$ cat src/rtl/sprite_fetch_engine.sv
// Sprite ROM fetch engine: streams every word address of one sprite into a
// fixed-latency ROM and forwards the returned words downstream over a
// valid/ready stream. Issue is credit-limited so the return FIFO can never
// overflow, even though the ROM itself cannot be stalled.
module sprite_fetch_engine #(
  parameter int unsigned ROM_LATENCY = 3,
  parameter int unsigned WORDS       = 1024,
  parameter int unsigned FIFO_DEPTH  = 8,
  parameter int unsigned ADDR_W      = $clog2(WORDS)
) (
  input  logic              clk,
  input  logic              reset,
  input  logic              start_i,
  input  logic [2:0]        sprite_i,
  output logic              busy_o,
  output logic              done_o,
  output logic [2:0]        rom_sprite_sel_o,
  output logic [ADDR_W-1:0] rom_word_addr_o,
  input  logic [15:0]       rom_data_i,
  output logic              word_valid_o,
  input  logic              word_ready_i,
  output logic [15:0]       word_data_o,
  output logic [ADDR_W-1:0] word_addr_o,
  output logic              word_last_o
);

  localparam int unsigned PtrW   = (FIFO_DEPTH > 1) ? $clog2(FIFO_DEPTH) : 1;
  localparam int unsigned CntW   = $clog2(FIFO_DEPTH + 1);
  localparam int unsigned EntryW = 1 + ADDR_W + 16;

  typedef enum logic [1:0] {
    StIdle,
    StFetch,
    StDrain
  } state_e;

  state_e                 state_q, state_d;
  logic [ADDR_W-1:0]      addr_q, addr_d;
  logic [2:0]             sel_q, sel_d;
  logic [ROM_LATENCY-1:0] issue_q, issue_d;
  logic [ADDR_W-1:0]      ret_addr_q, ret_addr_d;
  logic                   done_q, done_d;

  logic [EntryW-1:0]      mem [FIFO_DEPTH];
  logic [PtrW-1:0]        wr_ptr_q, rd_ptr_q;
  logic [CntW-1:0]        cnt_q;

  logic [31:0]            inflight;
  logic [EntryW-1:0]      head;
  logic                   fifo_empty, fifo_full;
  logic                   push, pop;
  logic                   credit_ok, accept, issue, last_addr, ret_last, finish;

  function automatic logic [PtrW-1:0] ptr_inc(input logic [PtrW-1:0] p);
    if (p == PtrW'(FIFO_DEPTH - 1)) return '0;
    return p + PtrW'(1);
  endfunction

  // Count words issued to the ROM whose data has not yet come back.
  always_comb begin
    inflight = '0;
    for (int i = 0; i < ROM_LATENCY; i++) begin
      inflight = inflight + {31'd0, issue_q[i]};
    end
  end

  // Handshake, credit and return-path decode.
  always_comb begin
    head       = mem[rd_ptr_q];
    fifo_empty = (cnt_q == '0);
    fifo_full  = (cnt_q == CntW'(FIFO_DEPTH));
    pop        = !fifo_empty && word_ready_i;
    push       = issue_q[ROM_LATENCY-1];
    // Credits count this cycle's pop, so a freed slot is reusable at once.
    credit_ok  = (inflight + 32'(cnt_q) - {31'd0, pop}) < FIFO_DEPTH;
    accept     = (state_q == StIdle) && start_i && (sprite_i != 3'd7);
    issue      = (state_q == StFetch) && credit_ok;
    last_addr  = (addr_q == ADDR_W'(WORDS - 1));
    ret_last   = (ret_addr_q == ADDR_W'(WORDS - 1));
    finish     = (state_q == StDrain) && pop && head[EntryW-1] &&
                 (cnt_q == CntW'(1)) && (issue_q == '0);
  end

  // Next-state logic for the fetch sequencer.
  always_comb begin
    state_d    = state_q;
    addr_d     = addr_q;
    sel_d      = sel_q;
    done_d     = 1'b0;
    issue_d    = (issue_q << 1) | ROM_LATENCY'(issue);
    ret_addr_d = push ? ret_addr_q + ADDR_W'(1) : ret_addr_q;
    unique case (state_q)
      StIdle: begin
        if (accept) begin
          sel_d      = sprite_i;
          addr_d     = '0;
          ret_addr_d = '0;
          state_d    = StFetch;
        end
      end
      StFetch: begin
        if (issue) begin
          // Hold at the final address rather than wrapping into a second pass.
          if (last_addr) state_d = StDrain;
          else           addr_d  = addr_q + ADDR_W'(1);
        end
      end
      StDrain: begin
        if (finish) begin
          state_d = StIdle;
          done_d  = 1'b1;
        end
      end
      default: state_d = StIdle;
    endcase
  end

  // Sequencer state, ROM request registers and issue shift register.
  always_ff @(posedge clk) begin
    if (reset) begin
      state_q    <= StIdle;
      addr_q     <= '0;
      sel_q      <= '0;
      issue_q    <= '0;
      ret_addr_q <= '0;
      done_q     <= 1'b0;
    end else begin
      state_q    <= state_d;
      addr_q     <= addr_d;
      sel_q      <= sel_d;
      issue_q    <= issue_d;
      ret_addr_q <= ret_addr_d;
      done_q     <= done_d;
    end
  end

  // Return FIFO pointers and occupancy.
  always_ff @(posedge clk) begin
    if (reset) begin
      wr_ptr_q <= '0;
      rd_ptr_q <= '0;
      cnt_q    <= '0;
    end else begin
      if (push) wr_ptr_q <= ptr_inc(wr_ptr_q);
      if (pop)  rd_ptr_q <= ptr_inc(rd_ptr_q);
      case ({push, pop})
        2'b10:   cnt_q <= cnt_q + CntW'(1);
        2'b01:   cnt_q <= cnt_q - CntW'(1);
        default: cnt_q <= cnt_q;
      endcase
    end
  end

  // Return FIFO storage; stale rows are unreachable once pointers reset.
  always_ff @(posedge clk) begin
    if (!reset && push) mem[wr_ptr_q] <= {ret_last, ret_addr_q, rom_data_i};
  end

  // Outputs forced to zero whenever the FIFO is empty.
  always_comb begin
    busy_o           = (state_q != StIdle);
    done_o           = done_q;
    rom_sprite_sel_o = sel_q;
    rom_word_addr_o  = addr_q;
    word_valid_o     = !fifo_empty;
    word_data_o      = fifo_empty ? 16'd0 : head[15:0];
    word_addr_o      = fifo_empty ? '0 : head[16 +: ADDR_W];
    word_last_o      = !fifo_empty && head[EntryW-1];
  end

  overflow_never: assert property (@(posedge clk) disable iff (reset)
    !(push && !pop && fifo_full));

endmodule

$ cat config.mk
export PLATFORM = sky130hd
export DESIGN_NAME = sprite_fetch_engine
export DESIGN_NICKNAME = d
export VERILOG_FILES = /design/src/rtl/sprite_fetch_engine.sv
export SDC_FILE = /design/constraint.sdc
export NUM_CORES = 1
export LEC_CHECK = 0
export BUFFER_PORTS_ARGS = -buffer_cell sky130_fd_sc_hd__buf_2
export CAP_MARGIN = 25
export CORE_ASPECT_RATIO = 0.8
export CORE_MARGIN = 2
export CORE_UTILIZATION = 55
export CTS_CLUSTER_DIAMETER = 60
export DETAILED_ROUTE_END_ITERATION = 16
export PLACE_DENSITY = 0.73
export SLEW_MARGIN = 20
export SYNTH_ARGS = -nofsm -noshare
export SYNTH_HDL_FRONTEND = slang
export SYNTH_SLANG_ARGS = --single-unit
$ cat constraint.sdc
create_clock -name clk -period 11 [get_ports clk]
set_input_delay 2.2 -clock clk [delete_from_list [all_inputs] [get_ports clk]]
set_output_delay 2.2 -clock clk [all_outputs]
set_load 0.05 [all_outputs]
# Yosys cells after proc, flatten, opt, wreduce, memory -nomap -nowiden

Memories as Yosys holds them, arrays and structs flattened. A register that Yosys moved wholly into a read port is not among the register bits.
Cells that the tools add are included.

RAM bits: 216
Flip-flop bits (word level): 39
Logic and storage cells: 90
Memories kept: 1
Output and inout bits: 43

Reduce and logical (&&, ||, !) cells: 22
Bitwise gates (word level): 2
Add/sub/neg operators: 10
$lt $le $gt $ge: 1
Multiplexer cells: 30
Equal/unequal tests: 15

Memory list:

| memory | words | bits a word | rd ports | clocked after Yosys merged registers in | write ports | line | source |
|---|---|---|---|---|---|---|---|
| mem    | 8     | 27          | 1        | 1                                       | 1           | 44   | `logic [EntryW-1:0] mem [FIFO_DEPTH];` |

Operators with widths:

| kind                  | count |
|---|---|
| $mux 10               | 7 |
| $lt 32x4->1 const B   | 1 |
| $add 10x1->10 const B | 2 |
| $eq 10x10->1 const B  | 2 |
| $pmux 10 s2           | 1 |
| $mux 3                | 6 |
| $mux 16               | 1 |
| $logic_and 1x1->1     | 10 |
| $ne 2x2->1 const B    | 5 |
| $mux 1                | 9 |
| $mux 2                | 4 |
| $pmux 4 s2            | 1 |
| $reduce_and 4->1      | 2 |
| $add 3x1->3 const B   | 2 |
| $eq 3x3->1 const B    | 2 |
| $pmux 2 s3            | 1 |
| $reduce_bool 2->1     | 3 |
| $sub 5x1->6           | 1 |
| $add 3x4->5           | 1 |
| $add 4x1->4 const B   | 1 |
| $eq 2x1->1 const B    | 2 |
| $eq 2x2->1 const B    | 2 |
| $eq 4x1->1 const B    | 1 |
| $logic_not 4->1       | 1 |
| 11 further kinds      | 12 |

# Logic depth before layout (Yosys ltp)

Depth in word-level cells: 9
Gate-level depth with buffers: 17

# Worst setup path before layout

Ideal clock, no wire load.

Kind: input-to-reg
Start: input reset
End: memory mem[0][0] (netlist bit), enable pin
Buffers on the path: 2
Path slack: 5.281 ns
Cell stages on the path: 3
Data required time: 10.521 ns
Arrival: 5.239 ns
Cells stage by stage: clkbuf_1 clkbuf_1 nor4_1

Word-level cells in the longest chain between the ends: 4

RTL lines:

| element                      | line | source |
|---|---|---|
| start, declared              | 12   | `input logic reset,` |
| $logic_not 1->1              | 156  | `if (!reset && push) mem[wr_ptr_q] <= {ret_last, ret_addr_q, rom_data_i};` |
| $logic_and 1x1->1            | 156  |  |
| $mux 1                       | 156  |  |
| $mux 1 (not written as such) | 156  |  |
| end, declared                | 44   |  |

Every way passes these cells.

==> impl_summary.log <==
INFO  metric post_detailed_route_via_to_cell_ratio = 5.86
INFO  metric layout_worst_path_cycle_share = 0.442
INFO  metric final.setup_skew = ~6.0 ps
INFO  metric fin_crit = between 4000 and 5000 ps
INFO  metric synth_top_family_by_area = multiplexers
INFO  metric globalRouteMet2Util = 0.350
INFO  metric post-cts-setup-buffers = 0
INFO  metric synth.top_cells.by_area = edfxtp_1 (63%), mux4_2 (12%), dfxtp_1 (8.1%)
INFO  metric final_layout_size_suffix_gt1_frac = 0.266
INFO  metric netlist_instances = 605
INFO  metric met1_resource_use_gr = 0.299
INFO  metric post_synth_xor_area_fraction = 0.00929
INFO  metric placement.setup.worst_slack = 5690 ps
INFO  metric holdWs = ~470 ps
INFO  metric clk-insertion-delay-late = a little over 500 ps
INFO  metric hp-class = flop to flop
INFO  metric yosysSeqAreaShare = 0.707
INFO  metric yosys_register_bits = 258
INFO  metric clk_root_buf = clkbuf_16
INFO  metric detailedRoute.firstPassIterationCount = 5
INFO  metric post-route-drc-count = 0
INFO  metric cp-start-kind = flop
INFO  metric dr.first_iter.drc_count = 407
INFO  metric area_of_the_mapped_netlist = 10400 um^2
INFO  metric fp.dieW = about 160 um
INFO  metric antenna_found_initial = 0
INFO  metric power.density = 218 nW/um^2
INFO  metric design_power = approximately 0.0026 W
INFO  metric postCtsHoldBufs = 0
INFO  metric fin_tns_setup = 0 ps
INFO  metric synth_top_area_cell = edfxtp_1
INFO  metric antenna_left = 0
INFO  metric timing.critical_path.slowest_stage_cell = dfxtp_4
INFO  metric synth_compound_gate_area_share = 0.0276
INFO  metric placement_rows = 44
INFO  metric vias_in_the_first_global_route = 5805
INFO  metric gr_util_met3 = 0.0311
INFO  metric timing_worst_setup_path_type = flop to output port
INFO  metric placeable_core_region = roughly 18000 um^2
INFO  metric track_usage = 0.210
INFO  metric cts.reportedPaths.clkPinSlew = around 60 ps
INFO  metric setup_ws = 6130 ps
INFO  metric mux_cell_area_share_after_synthesis = 0.147
INFO  metric number_of_buffers_added_on_ports = 65
INFO  metric top_level_ports = 66
INFO  metric dominantRegCellSynth = edfxtp_1
INFO  metric syn_nets = 650
INFO  metric cts_htree_levels = 1
INFO  metric area_growth_syn_to_layout = 14.7%
INFO  metric status = completed
INFO  metric die_area = 20000 um^2
INFO  metric synthDistinctLibCells = 44
INFO  metric postSynth.asyncResetShare = 0
INFO  metric grt_setup_unrepaired = false
INFO  metric grt_pass1_wl = 31800 um
INFO  metric route.vias.total = about 5600
INFO  metric critical_path.endpoint_type = output port
INFO  metric synth_edf_count = around 220
INFO  metric ir_worst_vdd = 0.000127 V
INFO  metric start_util = 0.566
INFO  metric cts_tree = built
INFO  metric final_max_slew_viol_count = 0
INFO  metric final_nets = 729
INFO  metric grt-busiest-layer = met2
INFO  metric ctsResizeCount = 0
INFO  metric largest_net_degree_at_the_start_of_global_routing = 55
INFO  metric timing_worst_slew_pin_value = 893 ps
INFO  metric synth_fa_ha_area_frac = 0.0273
INFO  metric route.detailed.wl_per_inst = 21.2 um
INFO  metric cpPeakStageDelay = around 740 ps
INFO  metric avgSynthCellArea = 17.1 um^2
INFO  metric placedCellCount = roughly 910
INFO  metric timing.critical_path.cells = buf_16 > mux4_2 > mux2i_1 > nor2_1 > buf_2
INFO  metric worstPathArrival = 2670 ps
INFO  metric synth_top_cell_area_share = 0.626
INFO  metric cts_num_sinks = around 260
INFO  metric timing.final.setup_violations = 0
INFO  metric final-hold-violation-count = 0
INFO  metric timing.fmax = 205 MHz
INFO  metric leakagePower = 3.96 nW
INFO  metric critical_path_rt = 8800 ps
INFO  metric clk_path_buf_depth = 3
INFO  metric n_antenna_cell = 0
INFO  metric dp_hpwl = 11600 um
INFO  metric routabilityCongestion = 0.873
INFO  metric path_max_fanout = 28
INFO  metric final_common_cell = edfxtp_1
INFO  metric finalNonFillerCells = approximately 960
INFO  metric globalRoute.totalOverflow = 0
INFO  metric fp.dieH = 127 um
INFO  metric synth.yosys.warnings = 0
INFO  metric synth_simple_gate_area_frac = 0.0653
INFO  metric mostFrequentLayoutCells = edfxtp_1 (216), buf_2 (65), nor2_1 (57)
INFO  metric cts_inserted_buffers = 25
INFO  metric total_of_max_cap_violations = 0
INFO  metric postRouteWirelength = 20200 um
INFO  metric slew_headroom = 0.400
critical path: cells and delay by family, from the launching register on:
| family | cells | cell delay [ps] |
|---|---|---|
| muxes | 2 | 810 |
| DFF | 1 | 740 |
| buffers and inverters | 2 | 530 |
| and+or+nand+nor | 1 | 60 |
cell families after synthesis:
| logic type | after synthesis |
|---|---|
| and+or+nand+nor | 141 |
| xor gates and xnor gates | 11 |
| DFF | 258 |
| AOI/OAI and AO/OA | 45 |
| buffers and inverters | 43 |
| muxes | 85 |
| adders and majority gates | 22 |
layout make-up:
cell class,instances,area [um^2]
clock inverter,14,140
sequential,258,7330
inverter,16,60.1
fill,1283,6440
tap,253,317
multi-input combinational,304,2900
timing repair buffer,79,470
clock buffer,31,678
per-layer routing:
| metal | up-vias | wire [um] |
|---|---|---|
| li1 | 2528 | - |
| met1 | 2847 | 8700 |
| met2 | 186 | 10000 |
| met3 | 31 | 1150 |
| met4 | 0 | 374 |
| met5 | - | 0 |
stage by stage:
step / instance area (um^2) / utilization
after global routing: 11900 / 0.649
after floorplan: 10400 / -
final: 11900 / 0.649
after global placement: 11000 / 0.601
after detailed placement: 11000 / 0.603
after CTS: 11900 / 0.647
path summary, 6_finish.rpt:
path              slack (ps)       start  cells past startpoint                 end
setup reg to reg        6630    cnt_q[2]                     16  rom_word_addr_o[4]
hold reg to reg          470  issue_q[1]                      2          issue_q[2]
hold / removal           470  issue_q[1]                      2          issue_q[2]
setup / recovery        6130        flop                      5      word_addr_o[7]
registers in the layout (all words and copies together), names as in the netlist, 2 cells and up, named ones only:
signal / cells
cnt_q: 4
ret_addr_q: 10
mem: 216
state_q: 2
wr_ptr_q: 3
issue_q: 3
rd_ptr_q: 3
rom_word_addr_o: 10
rom_sprite_sel_o: 3
synth_stat cells (3+ instances only):
| cell | number |
|---|---|
| o21ai_0 | 7 |
| nor2_1 | 63 |
| mux4_2 | 54 |
| nor3_1 | 5 |
| nor4_1 | 4 |
| buf_2 | 5 |
| nor2b_1 | 3 |
| clkbuf_1 | 17 |
| buf_1 | 4 |
| a21oi_1 | 21 |
| xor2_1 | 8 |
| ha_1 | 21 |
| inv_1 | 15 |
| mux2i_1 | 31 |
| edfxtp_1 | 216 |
| or4_1 | 7 |
| dfxtp_1 | 42 |
| o31ai_1 | 5 |
| or3_1 | 8 |
| nand3_1 | 10 |
| nand2_1 | 21 |
| xnor2_1 | 3 |
| nand4_1 | 8 |
report_power, final:
| part | switching (W) | leakage, nW | internal, W |
|---|---|---|---|
| Sequential | 0.0000452 | 2.30 | 0.00107 |
| Clock | 0.000341 | 0.409 | 0.000505 |
| Combinational | 0.000404 | 1.25 | 0.000228 |
| Total | 0.000790 | 3.96 | 0.00181 |
No activity file was read; power rests on OpenSTA's default activity.
